--- src/rtl/logic_axi4_stream_pkg.sv ---
// ----------------------------------------------------------------------------
// logic_axi4_stream_pkg
// Shared types and helpers for the AXI4-Stream utility blocks.
//   flush_reason_e      : why an upsizer handed a word to its output register
//   timer_count_width() : counter width needed to count 0..cycles-1
// ----------------------------------------------------------------------------
package logic_axi4_stream_pkg;

    typedef enum logic [1:0] {
        FULL    = 2'd0,   // all RATIO slots filled
        TLAST   = 2'd1,   // accepted beat carried tlast
        ROUTE   = 2'd2,   // incoming tdest/tid differs from the held word
        TIMEOUT = 2'd3    // accumulator sat idle for TIMEOUT_CYCLES
    } flush_reason_e;

    // The idle counter saturates at cycles-1, so it never needs to hold
    // the value 'cycles' itself. Never narrower than one bit.
    function automatic int timer_count_width(input int cycles);
        return (cycles <= 2) ? 1 : $clog2(cycles);
    endfunction

endpackage

--- src/rtl/logic_axi4_stream_upsizer_flush_timer.sv ---
// ----------------------------------------------------------------------------
// logic_axi4_stream_upsizer_flush_timer
// Counts consecutive idle cycles of a non-empty accumulator and raises
// 'expire' during the cycle that completes TIMEOUT_CYCLES idle cycles.
// Ports:
//   aclk    : clock
//   areset  : synchronous active-high reset
//   active  : accumulator non-empty and no Rx handshake this cycle
//   expire  : idle run has reached TIMEOUT_CYCLES (stays high while blocked)
// ----------------------------------------------------------------------------
module logic_axi4_stream_upsizer_flush_timer
    import logic_axi4_stream_pkg::*;
#(
    parameter int TIMEOUT_CYCLES = 1
) (
    input  logic aclk,
    input  logic areset,
    input  logic active,
    output logic expire
);

    localparam int CNT_W = timer_count_width(TIMEOUT_CYCLES);
    localparam logic [CNT_W-1:0] CNT_MAX = CNT_W'(TIMEOUT_CYCLES - 1);

    logic [CNT_W-1:0] count_reg;

    // count_reg holds the number of idle cycles already completed; the
    // current idle cycle is the one that reaches the limit, so the flush
    // lands exactly TIMEOUT_CYCLES edges after the last handshake.
    always_ff @(posedge aclk) begin
        if (areset || !active) begin
            count_reg <= '0;
        end else if (count_reg != CNT_MAX) begin
            count_reg <= count_reg + 1'b1;
        end
    end

    assign expire = active && (count_reg == CNT_MAX);

endmodule

--- src/rtl/logic_axi4_stream_upsizer_flush.sv ---
// ----------------------------------------------------------------------------
// logic_axi4_stream_upsizer_flush
// AXI4-Stream width upsizer: packs RATIO narrow Rx beats little-endian into
// one Tx word. Partial words are flushed on tlast, on a tdest/tid change or
// after an idle timeout; unused lanes are zeroed.
// Ports:
//   aclk, areset                      : clock, synchronous active-high reset
//   rx_t*  (tvalid/tready/tdata/tstrb/tkeep/tlast/tuser/tdest/tid) : narrow in
//   tx_t*  (same set, RATIO x wider data/strb/keep/user)           : wide out
//   tx_flush_reason                   : FULL/TLAST/ROUTE/TIMEOUT, with tx_tvalid
// ----------------------------------------------------------------------------
module logic_axi4_stream_upsizer_flush
    import logic_axi4_stream_pkg::*;
#(
    parameter int RX_TDATA_BYTES = 4,
    parameter int RATIO          = 4,
    parameter int RX_TUSER_WIDTH = 1,
    parameter int TDEST_WIDTH    = 1,
    parameter int TID_WIDTH      = 1,
    parameter int TIMEOUT_CYCLES = 0
) (
    input  logic                                      aclk,
    input  logic                                      areset,

    input  logic                                      rx_tvalid,
    output logic                                      rx_tready,
    input  logic [RX_TDATA_BYTES*8-1:0]               rx_tdata,
    input  logic [RX_TDATA_BYTES-1:0]                 rx_tstrb,
    input  logic [RX_TDATA_BYTES-1:0]                 rx_tkeep,
    input  logic                                      rx_tlast,
    input  logic [RX_TUSER_WIDTH-1:0]                 rx_tuser,
    input  logic [TDEST_WIDTH-1:0]                    rx_tdest,
    input  logic [TID_WIDTH-1:0]                      rx_tid,

    output logic                                      tx_tvalid,
    input  logic                                      tx_tready,
    output logic [RATIO*RX_TDATA_BYTES*8-1:0]         tx_tdata,
    output logic [RATIO*RX_TDATA_BYTES-1:0]           tx_tstrb,
    output logic [RATIO*RX_TDATA_BYTES-1:0]           tx_tkeep,
    output logic                                      tx_tlast,
    output logic [RATIO*RX_TUSER_WIDTH-1:0]           tx_tuser,
    output logic [TDEST_WIDTH-1:0]                    tx_tdest,
    output logic [TID_WIDTH-1:0]                      tx_tid,
    output logic [1:0]                                tx_flush_reason
);

    localparam int TX_TDATA_BYTES = RATIO * RX_TDATA_BYTES;
    localparam int RX_W           = RX_TDATA_BYTES * 8;
    localparam int TX_W           = TX_TDATA_BYTES * 8;
    localparam int SLOT_W         = $clog2(RATIO);
    localparam logic [SLOT_W-1:0] LAST_SLOT = SLOT_W'(RATIO - 1);

    // ---------------- accumulator state ----------------
    logic [SLOT_W-1:0]      slot_reg, slot_next;
    logic [TDEST_WIDTH-1:0] acc_dest_reg;
    logic [TID_WIDTH-1:0]   acc_tid_reg;

    // ---------------- output register ----------------
    logic                        tx_valid_reg;
    logic [TX_W-1:0]             tx_data_reg;
    logic [TX_TDATA_BYTES-1:0]   tx_strb_reg;
    logic [TX_TDATA_BYTES-1:0]   tx_keep_reg;
    logic                        tx_last_reg;
    logic [RATIO*RX_TUSER_WIDTH-1:0] tx_user_reg;
    logic [TDEST_WIDTH-1:0]      tx_dest_reg;
    logic [TID_WIDTH-1:0]        tx_id_reg;
    flush_reason_e               tx_reason_reg;

    // ---------------- control ----------------
    logic acc_empty, route_change, beat_ends, out_free;
    logic rx_ready, rx_hs, handoff_rx, flush_route, flush_timeout, load_out;
    logic timeout_fire;
    flush_reason_e reason_next;

    // Assembled word (accumulated lanes plus the completing beat, if any)
    logic [TX_W-1:0]                 word_data;
    logic [TX_TDATA_BYTES-1:0]       word_strb;
    logic [TX_TDATA_BYTES-1:0]       word_keep;
    logic [RATIO*RX_TUSER_WIDTH-1:0] word_user;
    logic [TDEST_WIDTH-1:0]          word_dest;
    logic [TID_WIDTH-1:0]            word_tid;

    // Slot counter doubles as occupancy: it returns to 0 on every handoff.
    assign acc_empty    = (slot_reg == '0);
    assign route_change = rx_tvalid && !acc_empty &&
                          ((rx_tdest != acc_dest_reg) || (rx_tid != acc_tid_reg));
    assign beat_ends    = (slot_reg == LAST_SLOT) || rx_tlast;
    assign out_free     = !tx_valid_reg || tx_tready;

    // A beat that closes a word needs the output register; a route change
    // is never accepted directly because the old partial word goes first.
    assign rx_ready   = !areset && !route_change && (!beat_ends || out_free);
    assign rx_hs      = rx_tvalid && rx_ready;
    assign handoff_rx = rx_hs && beat_ends;

    // Route flush takes precedence over a coincident timeout expiry.
    assign flush_route   = route_change && out_free;
    assign flush_timeout = timeout_fire && out_free && !route_change;
    assign load_out      = handoff_rx || flush_route || flush_timeout;

    always_comb begin
        reason_next = TIMEOUT;
        if (handoff_rx) begin
            reason_next = rx_tlast ? TLAST : FULL;
        end else if (flush_route) begin
            reason_next = ROUTE;
        end
    end

    always_comb begin
        slot_next = slot_reg;
        if (load_out) begin
            slot_next = '0;
        end else if (rx_hs) begin
            slot_next = slot_reg + 1'b1;
        end
    end

    // Routing fields come from slot 0 of the word.
    assign word_dest = acc_empty ? rx_tdest : acc_dest_reg;
    assign word_tid  = acc_empty ? rx_tid   : acc_tid_reg;

    // ---------------- per-lane storage and word assembly ----------------
    genvar gi;
    generate
        for (gi = 0; gi < RATIO; gi++) begin : g_lane
            localparam logic [SLOT_W-1:0] LANE = SLOT_W'(gi);

            logic [RX_W-1:0]           data_reg;
            logic [RX_TDATA_BYTES-1:0] strb_reg;
            logic [RX_TDATA_BYTES-1:0] keep_reg;
            logic [RX_TUSER_WIDTH-1:0] user_reg;
            logic                      from_acc;
            logic                      from_rx;

            // Lane storage only captures beats that do not close the word;
            // the closing beat goes straight into the output register.
            always_ff @(posedge aclk) begin
                if (rx_hs && !beat_ends && (slot_reg == LANE)) begin
                    data_reg <= rx_tdata;
                    strb_reg <= rx_tstrb;
                    keep_reg <= rx_tkeep;
                    user_reg <= rx_tuser;
                end
            end

            assign from_acc = (LANE < slot_reg);
            assign from_rx  = rx_hs && (LANE == slot_reg);

            // Lanes above the fill point read as zero, masking stale storage.
            assign word_data[gi*RX_W +: RX_W] =
                from_rx ? rx_tdata : (from_acc ? data_reg : '0);
            assign word_strb[gi*RX_TDATA_BYTES +: RX_TDATA_BYTES] =
                from_rx ? rx_tstrb : (from_acc ? strb_reg : '0);
            assign word_keep[gi*RX_TDATA_BYTES +: RX_TDATA_BYTES] =
                from_rx ? rx_tkeep : (from_acc ? keep_reg : '0);
            assign word_user[gi*RX_TUSER_WIDTH +: RX_TUSER_WIDTH] =
                from_rx ? rx_tuser : (from_acc ? user_reg : '0);
        end

        if (TIMEOUT_CYCLES > 0) begin : g_timer
            logic timer_active;
            assign timer_active = !acc_empty && !rx_hs;

            logic_axi4_stream_upsizer_flush_timer #(
                .TIMEOUT_CYCLES (TIMEOUT_CYCLES)
            ) u_timer (
                .aclk   (aclk),
                .areset (areset),
                .active (timer_active),
                .expire (timeout_fire)
            );
        end else begin : g_no_timer
            assign timeout_fire = 1'b0;
        end
    endgenerate

    // ---------------- sequential state ----------------
    always_ff @(posedge aclk) begin
        if (areset) begin
            slot_reg      <= '0;
            acc_dest_reg  <= '0;
            acc_tid_reg   <= '0;
            tx_valid_reg  <= 1'b0;
            tx_data_reg   <= '0;
            tx_strb_reg   <= '0;
            tx_keep_reg   <= '0;
            tx_last_reg   <= 1'b0;
            tx_user_reg   <= '0;
            tx_dest_reg   <= '0;
            tx_id_reg     <= '0;
            tx_reason_reg <= FULL;
        end else begin
            slot_reg <= slot_next;

            if (rx_hs && acc_empty) begin
                acc_dest_reg <= rx_tdest;
                acc_tid_reg  <= rx_tid;
            end

            if (load_out) begin
                tx_valid_reg  <= 1'b1;
                tx_data_reg   <= word_data;
                tx_strb_reg   <= word_strb;
                tx_keep_reg   <= word_keep;
                tx_last_reg   <= handoff_rx && rx_tlast;
                tx_user_reg   <= word_user;
                tx_dest_reg   <= word_dest;
                tx_id_reg     <= word_tid;
                tx_reason_reg <= reason_next;
            end else if (tx_tready) begin
                tx_valid_reg  <= 1'b0;
            end
        end
    end

    assign rx_tready       = rx_ready;
    assign tx_tvalid       = tx_valid_reg;
    assign tx_tdata        = tx_data_reg;
    assign tx_tstrb        = tx_strb_reg;
    assign tx_tkeep        = tx_keep_reg;
    assign tx_tlast        = tx_last_reg;
    assign tx_tuser        = tx_user_reg;
    assign tx_tdest        = tx_dest_reg;
    assign tx_tid          = tx_id_reg;
    assign tx_flush_reason = tx_reason_reg;

endmodule

--- config.mk ---
export PLATFORM = sky130hd
export DESIGN_NAME = logic_axi4_stream_upsizer_flush
export DESIGN_NICKNAME = d
export VERILOG_FILES = /design/src/rtl/logic_axi4_stream_pkg.sv /design/src/rtl/logic_axi4_stream_upsizer_flush_timer.sv /design/src/rtl/logic_axi4_stream_upsizer_flush.sv
export SDC_FILE = /design/constraint.sdc
export NUM_CORES = 1
export LEC_CHECK = 0
export CAP_MARGIN = 20
export CORE_UTILIZATION = 55
export CTS_BUF_LIST = sky130_fd_sc_hd__clkbuf_4
export DETAILED_ROUTE_END_ITERATION = 16
export MAX_ROUTING_LAYER = met4
export PLACE_DENSITY = 0.83
export SYNTH_ARGS = -nofsm -noshare
export SYNTH_HDL_FRONTEND = slang
export SYNTH_SLANG_ARGS = --single-unit
--- constraint.sdc ---
create_clock -name aclk -period 5.15 [get_ports aclk]
set_input_delay 1.03 -clock aclk [delete_from_list [all_inputs] [get_ports aclk]]
set_output_delay 1.03 -clock aclk [all_outputs]
set_load 0.05 [all_outputs]
After elaboration in Yosys (flattened, before gate mapping)
Cells that the tools add are included.
- reduce and logical (&&, ||, !) cells: 30
- order comparisons: 4
- add/sub/neg operators: 1
- equal/unequal tests: 8
- muxes and demuxes: 39
- operator list (operator ; count):
    $mux 32 ; 8
    $mux 4 ; 16
    $logic_and 1x1->1 ; 17
    $mux 1 ; 14
    $logic_not 1->1 ; 5
    $logic_or 1x1->1 ; 5
    $eq 2x2->1 const A ; 2
    $eq 2x2->1 const B ; 2
    $lt 1x2->1 const A ; 2
    $lt 2x2->1 const A ; 2
    $add 2x1->2 const B ; 1
    $eq 1x2->1 const A ; 1
    $eq 2x1->1 const B ; 1
    $logic_not 2->1 ; 1
    $mux 2 ; 1
    $ne 1x1->1 ; 2
    $reduce_bool 2->1 ; 1
    $reduce_or 2->1 ; 1
- output and inout port bits: 171
- word-level logic and storage cells: 110
- flip-flop bits (word level): 338

Logic depth before layout (Yosys ltp)
Gate-level depths: netlist of run 1.
- depth in word-level cells: 11
- gate-level depth with buffers: 10

Worst setup path before layout of run 1
OpenSTA, ideal clock, no wires.
- kind: in2reg
- start point: input port rx_tvalid
- end point: register g_lane[0].data_reg[0] (enable)
- arrival time: 3609 ps
- stages on the path: 5
- path buffers: 2
- data required time: 4710 ps
- setup slack: 1101 ps
- setup time: 440 ps
- path through: nor2b_1 -> buf_2 -> buf_1 -> o211ai_1 -> nor2_1
- cells in the longest elaborated chain, start to end: 8
- ends and longest elaborated chain (what ; RTL line ; text):
    from (decl) ; logic_axi4_stream_upsizer_flush.sv:25 ; input logic rx_tvalid,
    $logic_and 1x1->1 (2 in a row) ; logic_axi4_stream_upsizer_flush.sv:85 ; assign route_change = rx_tvalid && !acc_empty &&
    $logic_not 1->1 ; - ;
    $logic_and 1x1->1 (2 in a row) ; logic_axi4_stream_upsizer_flush.sv:92 ; assign rx_ready = !areset && !route_change && (!beat_ends || out_free);
    $logic_and 1x1->1 * ; logic_axi4_stream_upsizer_flush.sv:93 ; assign rx_hs = rx_tvalid && rx_ready;
    $logic_and 1x1->1 * (2 in a row) ; logic_axi4_stream_upsizer_flush.sv:139 ; if (rx_hs && !beat_ends && (slot_reg == LANE)) begin
    to (signal assigned) ; logic_axi4_stream_upsizer_flush.sv:140 ; data_reg <= rx_tdata;
    to (decl) ; logic_axi4_stream_upsizer_flush.sv:129 ; logic [RX_W-1:0] data_reg;
Every way passes the cells marked *; elsewhere a longest branch is shown, timed or not.
A chain may end at the register's enable or synchronous reset.

Worst setup path in the final report of run 1
- start point: register slot_reg[1]
- end point: output port rx_tready
- cells in the longest elaborated chain, start to end: 7
- elaborated cells on any way between the ends: 11
- those cells by class: eq/ne: 1; reduce/logical: 10
- ends and longest elaborated chain (what ; RTL line ; text):
    from (decl) ; logic_axi4_stream_upsizer_flush.sv:54 ; logic [SLOT_W-1:0] slot_reg, slot_next;
    from (signal assigned) ; logic_axi4_stream_upsizer_flush.sv:194 ; slot_reg <= slot_next;
    $logic_not 2->1 ; logic_axi4_stream_upsizer_flush.sv:84 ; assign acc_empty = (slot_reg == '0);
    $logic_not 1->1 ; logic_axi4_stream_upsizer_flush.sv:85 ;
    $logic_and 1x1->1 (2 in a row) ; logic_axi4_stream_upsizer_flush.sv:85 ;
    $logic_not 1->1 ; - ;
    $logic_and 1x1->1 ; logic_axi4_stream_upsizer_flush.sv:92 ;
    $logic_and 1x1->1 * ; logic_axi4_stream_upsizer_flush.sv:92 ;
    to (decl) ; logic_axi4_stream_upsizer_flush.sv:26 ; output logic rx_tready,
Marked as above.

==> results of run 1 <==
-- per-layer routing --
layer	vias up	wire length [µm]	share of wire
li1	4808	-	-
met1	5133	14300	0.41
met2	494	17000	0.48
met3	87	2780	0.079
met4	0	1010	0.029
met5	-	0	0
-- cells in the final DEF (no fill, tap or decap), types with 3 or more instances in the layout --
| cell type | count |
|---|---|
| a211oi_1 | 5 |
| a21oi_1 | 45 |
| a22o_1 | 43 |
| a311oi_1 | 82 |
| and2_1 | 82 |
| buf_4 | 22 |
| clkbuf_4 | 118 |
| clkdlybuf4s50_1 | 217 |
| clkinv_1 | 17 |
| clkinv_2 | 3 |
| dfxtp_1 | 173 |
| edfxtp_1 | 123 |
| ha_2 | 3 |
| inv_1 | 4 |
| mux2_1 | 37 |
| mux2_2 | 6 |
| nand2b_1 | 42 |
| nor2_1 | 4 |
| nor2_4 | 3 |
| nor2b_1 | 42 |
| nor3_1 | 82 |
| o2111ai_1 | 41 |
| o211ai_1 | 85 |
| o21ai_0 | 85 |
-- synth_stat cells (all sizes together) (3+ instances only) --
master   number  share of area
buf          38          0.016
mux2         43          0.038
nand2b       43          0.021
dfxtp       174           0.27
ha            5         0.0049
a311oi       82          0.056
clkbuf       98          0.029
and3          3         0.0015
a22o         43          0.030
o211ai       85          0.050
o21ai        85          0.033
and2         82          0.040
a21oi        46          0.018
o2111ai      41          0.028
nor2          7         0.0021
nor2b        43          0.021
nor3         83          0.033
edfxtp      123           0.29
inv           4         0.0012
a211oi        6         0.0039
-- path summary, 6_finish.rpt --
check / endpoint / depth (start not counted) / from / slack [ns]
min: tx_tdest / 2 / tx_tdest / 0.47
max reg2reg: g_lane[2].data_reg[13] / 8 / slot_reg[1] / 1.27
min reg2reg: tx_tdest / 2 / tx_tdest / 0.47
max: rx_tready / 6 / slot_reg[1] / 0.79
-- critical path, delay by kind of cell (launching register included) --
kind / cells / cell delay, ns
adders and majority gates: 1 / 0.24
AOI/OAI and AO/OA: 2 / 0.25
and+or+nand+nor: 1 / 0.24
DFF: 1 / 0.99
buffers and inverters: 2 / 0.92
-- stage by stage --
step,utilization,setup slack (ns)
after floorplan,-,1.10
after global placement,0.660,0.981
after detailed placement,0.661,0.961
after CTS,0.706,0.803
after global routing,0.706,0.684
final,0.706,0.789
-- where the power goes --
group | switching (µW) | internal [µW]
logic | 540 | 270
registers | 51.3 | 2530
clock network | 961 | 1150
-- cells by family after synthesis --
group / count (synthesis) / share of synthesized area
AOI/OAI and AO/OA: 390 / 0.221
xor gates and xnor gates: 2 / 0.00138
adders and majority gates: 5 / 0.00492
buffers and inverters: 140 / 0.0458
DFF: 297 / 0.564
muxes: 45 / 0.0396
and+or+nand+nor: 268 / 0.122
-- layout make-up --
| type | count | area share |
|---|---|---|
| well taps | 285 | 0.0223 |
| clock inverters | 24 | 0.00915 |
| multi-input cells | 710 | 0.315 |
| flip-flops and latches | 297 | 0.449 |
| repair buffers | 241 | 0.148 |
| inverters | 4 | 0.000939 |
| diodes | 2 | 0.000313 |
| clock buffers | 118 | 0.0554 |
==> metrics.md, run 1 <==
| Metric | Value |
|---|---|
| Status | `finished clean` |
| Max reg flops | `128` |
| Register bit total from synthesis | `297` |
| M3 GR Usage | `0.0609` |
| Worst Tran Pin Value | `1.01 ns` |
| Top FF cell, synth | `dfxtp_1` |
| # fillers | `1630` |
| Setup violators final | `0` |
| Placement-stage cell area | `0.0150 mm²` |
| Max Clock Freq | `229 MHz` |
| I/O pin total | `219` |
| DR WL/cell | `20.9 µm` |
| Cell area after synthesis | `0.0127 mm²` |
| Clk slew on worst S/H paths | `0.07 ns` |
| Setup CP Type | `flip-flop to primary output` |
| Placed instance count | `1537` |
| Post-DP HPWL | `19.9 mm` |
| Hold Path Class | `flip-flop to flip-flop` |
| Post-Synthesis Cells | `1147` |
| Slew Viols, Final | `0` |
| Leakage power | `0.00546 µW` |
| Initial DRC count | `1034` |
| Final period utilization | `0.847` |
| CP max FO | `46` |
| DRC violations left | `0` |
| Grt peak-use layer | `met2` |
| PwrDens | `344 mW/mm²` |
| Footprint of the multi-input gates | `0.00504 mm²` |
| Worst path slowest cell | `dfxtp_2` |
| Cell Count, Final, Fillers Out | `1681` |
| Site row count | `55` |
| Vias/cell | `6.26` |
| Power consumption | `5510 µW` |
| Die width | `154 µm` |
| Initial antenna violation count | `1` |
| Max_slew headroom | `0.328` |
| CTS tree | `done` |
| Area Growth Syn to Fin | `25.7%` |
| Die Y | `154 µm` |
| Global route overflow | `0` |
| Syn nets | `1200` |
| Post-synthesis cell type count | `34` |
| Synthesized area per cell | `11.1 µm²` |
| Critical path data required time | `4.12 ns` |
| Share of the yosys chip area belonging to registers | `0.564` |
| Met2 Track Usage GR | `0.487` |
| Core footprint | `0.0226 mm²` |
| Grt met1 use | `0.371` |
| Overall routing resource usage | `0.303` |
| Fin. Hold Viols | `0` |
| Setup repair bufs after CTS | `0` |
| CP arrival | `3.33 ns` |
| FF/Latch Area | `0.00718 mm²` |
| Post-synth EDFFs | `123` |
| RePlAce Congestion | `0.841` |
| Vias in the first global route | `10300` |
| Unrepaired setup endpoints after global routing | `no` |
| Worst-skew pair later-pin latency | `0.68 ns` |
| Pin count of the biggest net entering global routing | `89` |
| Clk_skew | `0.0410 ns` |
| Final Cell Area | `0.0160 mm²` |
| Vias post-DR | `10500` |
| Synth async-reset ratio | `0` |
| Crit start category | `flip-flop` |
| CP peak stage delay | `0.99 ns` |
| Number of port buffers | `218` |
| Final wirelength | `35.1 mm` |
| CTS sink cnt | `297` |
| Worst path cell trace | `inv_1 > ha_2 > nand2b_1 > a21oi_4 > a211oi_1 > clkdlybuf4s50_1` |
| Yosys warning count | `0` |
| First-pass iteration count of the detailed router | `5` |
| First-pass GRT wire length | `55.2 mm` |
| Final Critical Period | `4.36 ns` |
| Hold_ws | `0.468 ns` |
| MaxCap Viol Count | `0` |
| Post-CTS resize count | `0` |
| Worst IR Drop VDD | `0.251 mV` |
| Clk root buf | `clkbuf_4` |
| CTS max path bufs | `3` |
| Fin nets | `1384` |
| Setup TNS | `0 ns` |
| Hold buffer count at cts | `0` |
| H-tree depth | `3` |
| Detail Route Antenna Nets | `0` |
| Share of cells above drive strength 1 | `0.125` |
| Num CTS Buffers | `77` |
| Initial Utilization | `0.562` |
| Crit. End Element | `primary output` |
| Total die area | `0.0237 mm²` |
Power figures use the tool's default switching activity.
==> run 2: changes to the inputs <==
--- a/config.mk
+++ b/config.mk
@@ -6,11 +6,11 @@
 export NUM_CORES = 1
 export LEC_CHECK = 0
 export CAP_MARGIN = 20
-export CORE_UTILIZATION = 55
+export CORE_UTILIZATION = 50
 export CTS_BUF_LIST = sky130_fd_sc_hd__clkbuf_4
 export DETAILED_ROUTE_END_ITERATION = 16
 export MAX_ROUTING_LAYER = met4
-export PLACE_DENSITY = 0.83
+export PLACE_DENSITY = 0.79
 export SYNTH_ARGS = -nofsm -noshare
 export SYNTH_HDL_FRONTEND = slang
 export SYNTH_SLANG_ARGS = --single-unit
==> constraint.sdc (replaced) <==
create_clock -name aclk -period 4 [get_ports aclk]
set_input_delay 0.8 -clock aclk [delete_from_list [all_inputs] [get_ports aclk]]
set_output_delay 0.8 -clock aclk [all_outputs]
set_load 0.05 [all_outputs]
==> metrics.md, run 2 (synthesized netlist as in run 1, its figures left out) <==
| Metric | Value |
|---|---|
| Status | `finished clean (unchanged)` |
| PwrDens | `439 mW/mm² (was 344 mW/mm²)` |
| Vias post-DR | `10500 (about the same)` |
| CTS sink cnt | `297 (unchanged)` |
| MaxCap Viol Count | `0 (unchanged)` |
| Placed instance count | `1587 (was 1537)` |
| Initial antenna violation count | `1 (unchanged)` |
| Worst path slowest cell | `dfxtp_2 (unchanged)` |
| Commonest non-fill, non-tap cell in the layout | `clkdlybuf4s50_1 (unchanged)` |
| RePlAce Congestion | `0.810 (was 0.841)` |
| Number of port buffers | `218 (unchanged)` |
| Total die area | `0.0261 mm² (was 0.0237 mm²)` |
| CP peak stage delay | `0.65 ns (was 0.99 ns)` |
| Vias/cell | `6.09 (was 6.26)` |
| DR WL/cell | `20.7 µm (was 20.9 µm)` |
| Hold buffer count at cts | `0 (unchanged)` |
| CP arrival | `2.72 ns (was 3.33 ns)` |
| Worst IR Drop VDD | `0.244 mV (was 0.251 mV)` |
| Hold Crit Depth | `2 (unchanged)` |
| Setup violators final | `0 (unchanged)` |
| Vias in the first global route | `10300 (about the same)` |
| Global route overflow | `0 (unchanged)` |
| Die Y | `161 µm (was 154 µm)` |
| Post-DP HPWL | `20.4 mm (was 19.9 mm)` |
| CP max FO | `26 (was 46)` |
| Worst path cell trace | `buf_4 > ha_1 > or2_1 > a211oi_1 > buf_12 (was inv_1 > ha_2 > nand2b_1 > a21oi_4 > a211oi_1 > clkdlybuf4s50_1)` |
| DRC violations left | `0 (unchanged)` |
| Final core occ | `0.644 (was 0.706)` |
| Site row count | `58 (was 55)` |
| Critical path data required time | `3.20 ns (was 4.12 ns)` |
| Overall routing resource usage | `0.281 (was 0.303)` |
| Clk_skew | `0.0451 ns (was 0.0410 ns)` |
| CTS tree | `done (unchanged)` |
| Slew Viols, Final | `0 (unchanged)` |
| Fin nets | `1388 (was 1384)` |
| Hold Path Class | `flip-flop to flip-flop (unchanged)` |
| Setup TNS | `0 ns (unchanged)` |
| Crit start category | `flip-flop (unchanged)` |
| Final Critical Period | `3.52 ns` |
| Hold_ws | `0.462 ns (was 0.468 ns)` |
| Leakage power | `0.00549 µW (was 0.00546 µW)` |
| Setup repair bufs after CTS | `0 (unchanged)` |
| First-pass iteration count of the detailed router | `5 (unchanged)` |
| CTS max path bufs | `3 (unchanged)` |
| Unrepaired setup endpoints after global routing | `no (unchanged)` |
| Fin. Hold Viols | `0 (unchanged)` |
| Max_slew headroom | `0.355 (was 0.328)` |
| Worst Path Buf+Inv | `2 (unchanged)` |
| Max Clock Freq | `284 MHz` |
| Max reg flops | `128 (unchanged)` |
| I/O pin total | `219 (unchanged)` |
| Area Growth Syn to Fin | `26.7% (was 25.7%)` |
| Most frequent cells in the layout | `216 x clkdlybuf4s50_1, 173 x dfxtp_1, 123 x edfxtp_1, 118 x clkbuf_4 (was 217 x clkdlybuf4s50_1, 173 x dfxtp_1, 123 x edfxtp_1, 118 x clkbuf_4)` |
| Crit. End Element | `primary output (unchanged)` |
| Clk slew on worst S/H paths | `0.07 ns (about the same)` |
| Initial DRC count | `858 (was 1034)` |
| Die width | `161 µm (was 154 µm)` |
| Core footprint | `0.0250 mm² (was 0.0226 mm²)` |
| Share of cells above drive strength 1 | `0.129 (was 0.125)` |
| Initial Utilization | `0.508 (was 0.562)` |
| Num CTS Buffers | `76 (was 77)` |
| Worst path depth | `5 (was 6)` |
| Worst-skew pair later-pin latency | `0.69 ns (was 0.68 ns)` |
| Clk root buf | `clkbuf_4 (unchanged)` |
| Worst Tran Pin Value | `0.967 ns (was 1.01 ns)` |
| Cell Count, Final, Fillers Out | `1727 (was 1681)` |
| Setup CP Type | `flip-flop to primary output (unchanged)` |
| First-pass GRT wire length | `56.4 mm (was 55.2 mm)` |
| Pin count of the biggest net entering global routing | `90 (was 89)` |
| Worst Reg-to-Reg Cells | `7 (was 8)` |
| H-tree depth | `3 (unchanged)` |
| Final period utilization | `0.880` |
| Post-Place Setup Slack | `0.661 ns (was 0.961 ns)` |
| Post-CTS resize count | `0 (unchanged)` |
| Detail Route Antenna Nets | `0 (unchanged)` |
| Setup WS post-layout | `0.481 ns (was 0.789 ns)` |
| Final wirelength | `35.7 mm (was 35.1 mm)` |
| Crit path max-delay family | `flip-flops (unchanged)` |
-- run 2: worst reg2reg max path, cell delays in order, from the launching register on --
cell and delay [ns]:
dfxtp_2 0.65, buf_4 0.42, ha_1 0.33, or2_1 0.28
and3_4 0.47, buf_4 0.43, nor3_1 0.11, a311oi_1 0.30
-- run 2: final cells by class --
type | instances | area, µm²
tap | 330 | 413
clock buffer | 118 | 886
fill | 1978 | 8920
antenna | 1 | 2.50
timing repair buffer | 246 | 2450
inverter | 4 | 15.0
clock inverter | 21 | 133
multi-input combinational | 710 | 5040
sequential | 297 | 7180
-- run 2: metal layers --
| layer | wire length [µm] | vias up | track usage | share of wire |
|---|---|---|---|---|
| li1 | - | 4832 | - | - |
| met1 | 14900 | 5118 | 0.357 | 0.42 |
| met2 | 16800 | 488 | 0.432 | 0.47 |
| met3 | 3000 | 76 | 0.0593 | 0.084 |
| met4 | 1010 | 0 | 0.130 | 0.028 |
| met5 | 0 | - | - | 0 |
-- run 2: final timing paths --
| check | startpoint | to | slack [ns] |
|---|---|---|---|
| worst max-delay path | slot_reg[1] | rx_tready | 0.48 |
| worst min-delay path | tx_tdest | tx_tdest | 0.46 |
| worst max register to register | slot_reg[1] | tx_tdata[83] | 0.90 |
| worst min register to register | tx_tdest | tx_tdest | 0.46 |
-- run 2: report_power, final --
| group | leakage (µW) | internal (µW) | switching [µW] |
|---|---|---|---|
| registers | 0.00253 | 3260 | 69.8 |
| clock network | 0.000611 | 1470 | 1230 |
| logic | 0.00235 | 352 | 693 |
-- run 2: stage by stage --
stage | total power [µW] | cell area, µm²
after global routing | 7360 | 16100
after CTS | 7140 | 16100
final | 7080 | 16100
after global placement | 4420 | 15100
after detailed placement | 4440 | 15100
after floorplan | 4050 | 12700
